File: src/rtl/msx_slot_pkg.sv
// msx_slot_pkg: shared FSM state, layout-table entry type and expander address for msx_slot_decoder
package msx_slot_pkg;
  typedef enum logic [1:0] {IDLE, LOOKUP, REQ, HOLD} state_t;
  localparam int BASE_W = 32;
  typedef struct packed {
    logic [BASE_W-1:0] base;
    logic              ro;
    logic              unmapped;
  } layout_entry_t;
  localparam logic [15:0] EXP_REG_ADDR = 16'hFFFF;
endpackage

File: src/rtl/msx_slot_decoder_exp.sv
// slot_expander_regs: per-primary-slot subslot expander registers with readback and subslot select
module slot_expander_regs #(
  parameter int SLOTS = 4,
  localparam int SLOT_W = $clog2(SLOTS)
) (
  input  logic              clk,
  input  logic              reset,
  input  logic              we,
  input  logic [SLOT_W-1:0] slot,
  input  logic [7:0]        wdata,
  input  logic [1:0]        block,
  input  logic              en,
  output logic [7:0]        rdata,
  output logic [1:0]        sub
);
  logic [7:0] regs_q [SLOTS];
  always_ff @(posedge clk)
    if (reset) regs_q <= '{default: '0};
    else if (we) regs_q[slot] <= wdata;
  assign rdata = regs_q[slot];
  assign sub = en ? rdata[{block, 1'b0} +: 2] : 2'b00;
endmodule

File: src/rtl/msx_slot_decoder.sv
// msx_slot_decoder: CPU slot/subslot/block decode and req/ack memory sequencing; SLOT_DECODER_TIMEOUT_EN adds a request timeout
module msx_slot_decoder
  import msx_slot_pkg::*;
#(
  parameter int SLOTS = 4,
  parameter int ADDR_W = 27,
  parameter int TIMEOUT = 255,
  localparam int SLOT_W = $clog2(SLOTS)
) (
  input  logic              clk,
  input  logic              reset,
  input  logic [15:0]       cpu_addr,
  input  logic [7:0]        cpu_dout,
  input  logic              cpu_mreq,
  input  logic              cpu_rd,
  input  logic              cpu_wr,
  input  logic [SLOT_W-1:0] active_slot,
  input  logic [SLOTS-1:0]  expander_en,
  output logic [SLOT_W+3:0] layout_id,
  input  logic [ADDR_W-1:0] layout_base,
  input  logic              layout_ro,
  input  logic              layout_unmapped,
  output logic [ADDR_W-1:0] mem_addr,
  output logic [7:0]        mem_din,
  output logic              mem_we,
  output logic              mem_req,
  input  logic              mem_ack,
  input  logic [7:0]        mem_dout,
  output logic [7:0]        cpu_din,
  output logic              cpu_wait,
`ifdef SLOT_DECODER_TIMEOUT_EN
  output logic              timeout_flag,
`endif
  output logic [1:0]        subslot
);
  state_t state_q, state_d;
  logic acc_wr_q, acc_wr_d, abort_q, abort_d, wr_q;
  logic mem_we_q, mem_we_d, mem_req_q, mem_req_d;
  logic [ADDR_W-1:0] mem_addr_q, mem_addr_d;
  logic [7:0] mem_din_q, mem_din_d, cpu_din_q, cpu_din_d, exp_rdata;
  logic [1:0] block;
  logic exp_sel, exp_hit, access, blocked, done, expire;
  layout_entry_t ent;
  logic unused_ent;
  assign block = cpu_addr[15:14];
  assign exp_sel = expander_en[active_slot];
  assign exp_hit = cpu_mreq && cpu_addr == EXP_REG_ADDR && exp_sel;
  assign access = cpu_mreq && (cpu_rd || cpu_wr) && !exp_hit;
  assign layout_id = {active_slot, subslot, block};
  assign ent = '{base: BASE_W'(layout_base), ro: layout_ro, unmapped: layout_unmapped};
  assign unused_ent = ^ent.base;
  assign blocked = ent.unmapped || (acc_wr_q && ent.ro);
  assign done = mem_ack || expire;
  slot_expander_regs #(.SLOTS(SLOTS)) u_exp (
    .clk(clk), .reset(reset), .we(exp_hit && cpu_wr && !wr_q), .slot(active_slot),
    .wdata(cpu_dout), .block(block), .en(exp_sel), .rdata(exp_rdata), .sub(subslot)
  );
`ifdef SLOT_DECODER_TIMEOUT_EN
  localparam int CNT_W = $clog2(TIMEOUT + 1) > 8 ? $clog2(TIMEOUT + 1) : 8;
  logic [CNT_W-1:0] cnt_q;
  assign expire = state_q == REQ && !mem_ack && cnt_q == CNT_W'(TIMEOUT - 1);
  always_ff @(posedge clk)
    if (reset) begin
      cnt_q <= '0;
      timeout_flag <= 1'b0;
    end else begin
      cnt_q <= state_q == REQ ? cnt_q + CNT_W'(1) : '0;
      timeout_flag <= timeout_flag || expire;
    end
`else
  localparam int unused_timeout = TIMEOUT;
  assign expire = 1'b0;
`endif
  always_comb begin
    state_d = state_q;
    acc_wr_d = acc_wr_q;
    abort_d = abort_q;
    mem_addr_d = mem_addr_q;
    mem_din_d = mem_din_q;
    mem_we_d = mem_we_q;
    mem_req_d = mem_req_q;
    cpu_din_d = cpu_din_q;
    case (state_q)
      IDLE: if (access) begin
        state_d = LOOKUP;
        acc_wr_d = cpu_wr;
        abort_d = 1'b0;
      end
      LOOKUP:
        if (!cpu_mreq) state_d = IDLE;
        else if (blocked) state_d = HOLD;
        else begin
          state_d = REQ;
          mem_addr_d = ent.base[ADDR_W-1:0] + ADDR_W'(cpu_addr[13:0]);
          mem_din_d = cpu_dout;
          mem_we_d = acc_wr_q;
          mem_req_d = 1'b1;
        end
      REQ: begin
        // an aborted cycle still waits for the ack so the arbiter never sees a dangling request
        abort_d = abort_q || !cpu_mreq;
        if (done) begin
          state_d = abort_d ? IDLE : HOLD;
          mem_req_d = 1'b0;
          cpu_din_d = (mem_ack && !acc_wr_q && !abort_d) ? mem_dout : 8'hFF;
        end
      end
      default: if (!cpu_mreq) begin
        state_d = IDLE;
        cpu_din_d = 8'hFF;
      end
    endcase
  end
  always_ff @(posedge clk)
    if (reset) begin
      state_q <= IDLE;
      acc_wr_q <= 1'b0;
      abort_q <= 1'b0;
      wr_q <= 1'b0;
      mem_addr_q <= '0;
      mem_din_q <= '0;
      mem_we_q <= 1'b0;
      mem_req_q <= 1'b0;
      cpu_din_q <= 8'hFF;
    end else begin
      state_q <= state_d;
      acc_wr_q <= acc_wr_d;
      abort_q <= abort_d;
      wr_q <= cpu_wr;
      mem_addr_q <= mem_addr_d;
      mem_din_q <= mem_din_d;
      mem_we_q <= mem_we_d;
      mem_req_q <= mem_req_d;
      cpu_din_q <= cpu_din_d;
    end
  assign mem_addr = mem_addr_q;
  assign mem_din = mem_din_q;
  assign mem_we = mem_we_q;
  assign mem_req = mem_req_q;
  assign cpu_din = exp_hit ? ~exp_rdata : cpu_din_q;
  assign cpu_wait = (state_q == IDLE && access) || state_q == LOOKUP || state_q == REQ;
endmodule

File: config.mk
export PLATFORM = sky130hd
export DESIGN_NAME = msx_slot_decoder
export DESIGN_NICKNAME = d
export VERILOG_FILES = /design/src/rtl/msx_slot_pkg.sv /design/src/rtl/msx_slot_decoder_exp.sv /design/src/rtl/msx_slot_decoder.sv
export SDC_FILE = /design/constraint.sdc
export NUM_CORES = 1
export LEC_CHECK = 0
export CORE_MARGIN = 4
export CORE_UTILIZATION = 44
export CTS_CLUSTER_SIZE = 12
export DETAILED_ROUTE_END_ITERATION = 7
export MAX_ROUTING_LAYER = met4
export PLACE_DENSITY = 0.82
export SYNTH_ARGS = -nofsm -noshare
export SYNTH_HDL_FRONTEND = slang
export SYNTH_SLANG_ARGS = --single-unit
File: constraint.sdc
create_clock -name clk -period 2.6 [get_ports clk]
set_clock_uncertainty 0.1 [all_clocks]
set_input_delay 0.39 -clock clk [delete_from_list [all_inputs] [get_ports clk]]
set_output_delay 0.39 -clock clk [all_outputs]
set_load 0.05 [all_outputs]
==> summary.md, run 1 <==
| Metric | Value |
|---|---|
| Outcome | finished, final reports clean |
| Tmin final | 2.57 ns |
| Final hold slack | 0.355 ns |
| Lkg Pwr | 2.64 nW |
| Critical Path Sink | subslot[1] |
| Multiplexer share of the synthesized area | 11.0% |
| Core ar. | 9910 sq um |
| DRT antenna net count | 0 |
| Total number of vias | 4617 |
| Fmax | 0.389 GHz |
| Skew-Pair Late Insertion Delay | 0.35 ns |
| CTS buffer count | 9 |
| Post-Route WL | 14.3 mm |
| VDD IR max | 0.000247 V |
| CP Max Fanout | 6 |
| Flop2flop setup slack | 0.38 ns |
| H-tree lvl count | 3 |
| EDFF count, synth | 0 |
| Post-synth top cells | dfxtp_1 (82), nand2_1 (68), nor2_1 (54) |
| Clk pwr share | 26.6% |
| R2R depth | 8 |
| FF-to-FF End | cpu_din_q[3] |
| Non-filler cells, final | 828 |
| Share of the yosys chip area belonging to registers | 36.1% |
| Sw Pwr | 1.07 mW |
| Largest net degree at the start of global routing | 65 |
| Max_cap viols | 0 |
| Top cell type's share of synthesized area | 36.1% |
| Worst-path cell chain | clkbuf_4, buf_12, mux4_2, mux4_2, and2_2, buf_4 |
| Combinational power share | 31.3% |
| Top-count cell post-synth | dfxtp_1 |
| Slew headroom | 39.1% |
| Post-synth top area cell | dfxtp_1 |
| Initial antenna violation count | 0 |
| DR WL/cell | 17.2 microns |
| Top post-synthesis cells by area | dfxtp_1 (36%), nand2_1 (5.6%), mux2i_1 (5.5%) |
| Sequential Power Share | 42.1% |
| Tcrit/Tclk final | 98.8% |
| DRC Markers | 0 |
| First-pass GRT wire length | 22.0 mm |
| Layout Nets | 782 |
| Crit. End Element | primary output |
| Syn Nets | 620 |
| Detailed Routing Iterations Pass 1 | 4 |
| Reg clk slew, reported paths | 0.08 ns |
| Final core occ | 67.5% |
| Crit path DAT | 2.08 ns |
| Critical path buffers and inverters | 3 |
| Total grt overflow | 0 |
| Required @ worst endpoint | 2.11 ns |
| Most numerous cell on the critical path | mux4_2 |
| Ant diodes | 0 |
| Worst path slowest cell | mux4_2 |
| CTS Buffer Depth | 2 |
| # fillers | 780 |
| Final setup vio count | 0 |
| HPWL Detailed | 10.9 mm |
| Routability congestion estimate | 0.955 |
| Io pins | 127 |
| Sw frac | 33.7% |
| Post-Synth Simple-Gate Area | 22.6% |
| Compound-cell area share of the yosys netlist | 18.6% |
| Crit path max-delay family | multiplexers |
| Crit Path Class | input pin to primary output |
| Chip width | 110 microns |
| Number of global-route vias before repair | 4452 |
| Post-synthesis xor/xnor area fraction | 1.93% |
| Max-slew violations | 0 |
| Tightest Pin Transition | 0.906 ns |
| Critical Path Start | active_slot[0] |
| Cells after DPL | 807 |
| Synth cell types | 57 |
| Post-synth top flop | dfxtp_1 |
| Worst r2r src | state_q[0] |
| Row cnt | 36 |
| Synthesized cell area | 4550 sq um |
| Syn avg cell area | 8.61 sq um |
| Synth Instances | 528 |
| Initial Util | 45.9% |
| Chip height | 110 microns |
| Vias/cell | 5.58 |
| Die area | 12000 sq um |
| Async S/R FF share, synth | 0% |
| Pwr Density | 474 nW/um^2 |
| Post-Synth Adder-Cell Area | 5.39% |
| Max incr delay on CP | 0.53 ns |
| CP Launch Type | input pin |
| IO Port Bufs | 126 |
| Internal | 2.10 mW |
| Class of the worst hold path | register to register |
| Yosys warnings | 0 |
| RSZ-0062 raised after global routing | true |
| GRT Overall Usage | 24.0% |
| Area grow syn2layout | 47.0% |
| DRT iter0 DRCs | 398 |
| Main combinational cell family by area after synthesis | simple AND/OR/NAND/NOR gates |
| Final hold violation count | 0 |
| #FFs+latches synth | 82 |
| Setup tns final | 0 ns |
| Root Driver | clkbuf_8 |
| Clock sinks | 82 |
| TritonCTS clock tree | yes |
| Critical path depth in cells | 6 |
| Layout cell share with drive strength beyond 1 | 18.7% |
tightest hold or removal path, delay by kind of cell, from the launching register on:
family | cells | cell delay [ns]
compound gates | 1 | 0.05
flops | 1 | 0.32
simple gates | 1 | 0.05
flip-flops by register name (all words and copies together), names as in the netlist, 2 cells and up:
signal        cells
mem_din           8
state_q           2
u_exp.regs_q     32
mem_addr         27
cpu_din_q         8
worst min path at each step:
stage | start | end | slack (ns) | cells past startpoint
floorplan | u_exp.regs_q[27] | u_exp.regs_q[27] | 0.33 | 2
global placement | u_exp.regs_q[29] | u_exp.regs_q[29] | 0.34 | 2
finish | mem_addr[2] | mem_addr[2] | 0.35 | 2
detailed placement | mem_addr[2] | mem_addr[2] | 0.34 | 2
global route | mem_addr[2] | mem_addr[2] | 0.37 | 2
CTS | mem_addr[2] | mem_addr[2] | 0.35 | 2
power groups by stage:
stage / logic [mW] / registers [mW] / clock network (mW)
3_5_place_dp: 0.958 / 1.36 / 0
5_1_grt: 1.06 / 1.34 / 0.902
2_1_floorplan: 0.396 / 1.49 / 0
3_3_place_gp: 0.936 / 1.36 / 0
4_1_cts: 0.972 / 1.33 / 0.850
6_report: 0.991 / 1.33 / 0.842
logic make-up (layout without fill, tap and decap cells):
family,after synthesis,after routing
AND/OR/NAND/NOR,208,208
multiplexers,36,36
AO/OA/AOI/OAI,128,128
XOR/XNOR,10,10
adder cells (fa/ha/maj),19,19
flip-flops,82,82
buffers and inverters,45,212
cell type report:
| class | instances | area, sq um | area share [%] |
|---|---|---|---|
| clock buffers | 11 | 131 | 1.97 |
| clock inverters | 5 | 38.8 | 0.580 |
| flip-flops and latches | 82 | 1640 | 24.6 |
| well taps | 133 | 166 | 2.49 |
| multi-input cells | 401 | 2770 | 41.5 |
| inverters | 11 | 41.3 | 0.618 |
| repair buffers | 185 | 1890 | 28.3 |
placed cells by master, fill, tap and decap left out, drive strengths merged, types with 11 or more instances in the layout:
cell	Yosys	layout
inv	11	12
o21a	12	12
a21oi	45	45
nor2	54	54
o22ai	11	11
o21ai	13	13
clkbuf	21	13
clkdlybuf4s50	0	94
nand2	68	68
mux2i	25	25
nand2b	12	12
dfxtp	82	82
ha	18	18
buf	13	77
mux4	11	11
stage by stage:
stage	cell area (sq um)	setup WS, ns	total power [mW]
after floorplan	4560	0.0234	1.89
after global placement	6370	-0.528	2.30
after detailed placement	6370	-0.651	2.32
after CTS	6620	0.000408	3.16
after global routing	6690	-0.0131	3.30
final	6690	0.0306	3.17
routing by layer:
layer	global-route usage, %	share of wire [%]	vias up
met4	8.64	2.1	0
met5	-	0	-
met2	38.4	48	175
li1	-	-	2234
met1	30.8	44	2184
met3	3.99	6.5	24
repair_timing:
action	in CTS	in global routing
hold buffers	0	0
gates cloned	1	0
endpoints found under the setup margin	23	29
pin swaps	5	10
gates resized for setup	19	25
buffers inserted	3	1
Power figures use the tool's default switching activity.
==> inputs of run 2 (changes only) <==
Settings changed: PLACE_DENSITY 0.82 to 0.81.
==> summary.md, run 2 (synthesized netlist as in run 1, its figures left out) <==
| Metric | Value |
|---|---|
| Outcome | finished, final reports clean |
| TritonCTS clock tree | yes |
| Die area | 12000 sq um |
| Chip width | 110 microns |
| Final setup vio count | 0 |
| WHS Endpoint | u_exp.regs_q[31] |
| Crit Path Class | input pin to primary output |
| Commonest non-fill, non-tap cell in the layout | clkdlybuf4s50_1 |
| HP Start | u_exp.regs_q[31] |
| Non-filler cells, final | 842 |
| Setup WS post-layout | 0.0413 ns |
| Required @ worst endpoint | 2.11 ns |
| Largest net degree at the start of global routing | 47 |
| Initial antenna violation count | 0 |
| # fillers | 748 |
| Tcrit/Tclk final | 98.4% |
| Clock sinks | 82 |
| Crit. End Element | primary output |
| Pwr Density | 493 nW/um^2 |
| Most numerous cell on the critical path | mux4_2 |
| Max incr delay on CP | 0.54 ns |
| Clk pwr share | 30.2% |
| Root Driver | clkbuf_8 |
| Fmax | 0.391 GHz |
| Final hold slack | 0.364 ns |
| Tmin final | 2.56 ns |
| Worst Hold Path Cells | 2 |
| CP Max Fanout | 6 |
| Max reg flops | 32 |
| DRT antenna net count | 0 |
| Area grow syn2layout | 49.9% |
| Final hold violation count | 0 |
| Initial Util | 45.9% |
| Io pins | 127 |
| Slew headroom | 42.2% |
| Max_cap viols | 0 |
| Crit path DAT | 2.07 ns |
| Worst path slowest cell | mux4_2 |
| CTS buffer count | 9 |
| Sw frac | 32.4% |
| Largest Register | u_exp.regs_q |
| GRT Overall Usage | 24.5% |
| Worst r2r src | state_q[0] |
| Row cnt | 36 |
| DRC Markers | 0 |
| DR WL/cell | 17.2 microns |
| Crit path max-delay family | multiplexers |
| Cells after DPL | 815 |
| Routability congestion estimate | 0.837 |
| Detailed Routing Iterations Pass 1 | 5 |
| Skew-Pair Late Insertion Delay | 0.36 ns |
| Layout cell share with drive strength beyond 1 | 19.9% |
| Pre-CTS WS | -0.583 ns |
| Internal | 2.27 mW |
| R2R depth | 8 |
| CP Launch Type | input pin |
| Reg area | 1640 sq um |
| Setup tns final | 0 ns |
| Ant diodes | 0 |
| RSZ-0062 raised after global routing | true |
| Class of the worst hold path | register to register |
| Chip height | 110 microns |
| Number of global-route vias before repair | 4666 |
| Worst-path cell chain | clkbuf_4, buf_12, mux4_2, mux4_2, and2_2, buf_6 |
| Vias/cell | 5.62 |
| Total number of vias | 4736 |
| Reg clk slew, reported paths | 0.08 ns |
| IO Port Bufs | 126 |
| Sw Pwr | 1.09 mW |
| Most frequent cells in the layout | clkdlybuf4s50_1 (93), dfxtp_1 (82), buf_4 (69) |
| FF-to-FF End | cpu_din_q[1] |
| Final core occ | 68.8% |
| Max-slew violations | 0 |
| Total grt overflow | 0 |
| Core ar. | 9910 sq um |
| Critical path buffers and inverters | 3 |
| Flop2flop setup slack | 0.38 ns |
| Post-Route WL | 14.5 mm |
| VDD IR max | 0.000247 V |
| CTS Buffer Depth | 2 |
| Tightest Pin Transition | 0.860 ns |
| Combinational power share | 30.1% |
| DRT iter0 DRCs | 374 |
| Area after DPL | 6430 sq um |
| HPWL Detailed | 10.9 mm |
| First-pass GRT wire length | 22.6 mm |
| Layout Nets | 796 |
| Sequential Power Share | 39.7% |
| Lkg Pwr | 2.72 nW |
| Final instance area | 6820 sq um |
| Area occupied by multi-input gates | 2760 sq um |
| Total power draw | 3.36 mW |
| H-tree lvl count | 3 |
==> run 2: layout make-up <==
type / instances / area share [%]
clock inverters: 5 / 0.991
flip-flops and latches: 82 / 24.1
well taps: 133 / 2.44
repair buffers: 199 / 29.2
clock buffers: 11 / 2.22
inverters: 11 / 0.606
multi-input cells: 401 / 40.5
==> run 2: power groups by stage <==
stage	Sequential (mW)	Clock, mW	Combinational [mW]
after floorplan	1.49	0	0.396
after CTS	1.33	1.03	0.991
after global routing	1.34	1.07	1.08
after detailed placement	1.36	0	0.974
final	1.34	1.02	1.01
after global placement	1.36	0	0.953
==> run 2: worst reg2reg max path, delay by kind of cell, from the launching register on <==
family / cells / cell delay [ns]
buffers and inverters: 2 / 0.25
AO/OA/AOI/OAI: 2 / 0.54
flip-flops: 1 / 0.38
AND/OR/NAND/NOR: 3 / 0.60
adder cells (fa/ha/maj): 1 / 0.23
==> run 2: metal layers <==
layer	vias up	wire length (microns)	GRT usage (%)
met5	-	0	-
met4	0	299	8.19
met3	29	1080	4.46
met2	168	6880	39.7
met1	2269	6230	31.0
li1	2270	-	-
==> run 2: how the worst max path moves through the flow <==
stage,startpoint,end,slack [ns],cells past startpoint
3_5_place_dp,cpu_addr[0],mem_addr[24],-0.58,11
4_1_cts,cpu_addr[2],cpu_wait,0.005,7
3_3_place_gp,cpu_addr[0],mem_addr[16],-0.51,10
5_1_grt,layout_base[8],mem_addr[20],-0.01,10
6_report,active_slot[0],layout_id[3],0.04,6
2_1_floorplan,cpu_addr[0],mem_addr[16],0.02,9
==> run 2: what timing repair did <==
action                                  CTS  global route
resized for setup                        29            12
hold buffers                              0             0
setup buffers                             9             1
endpoints found under the setup margin   26            19
pin swaps                                11             7
gates cloned                              1             0
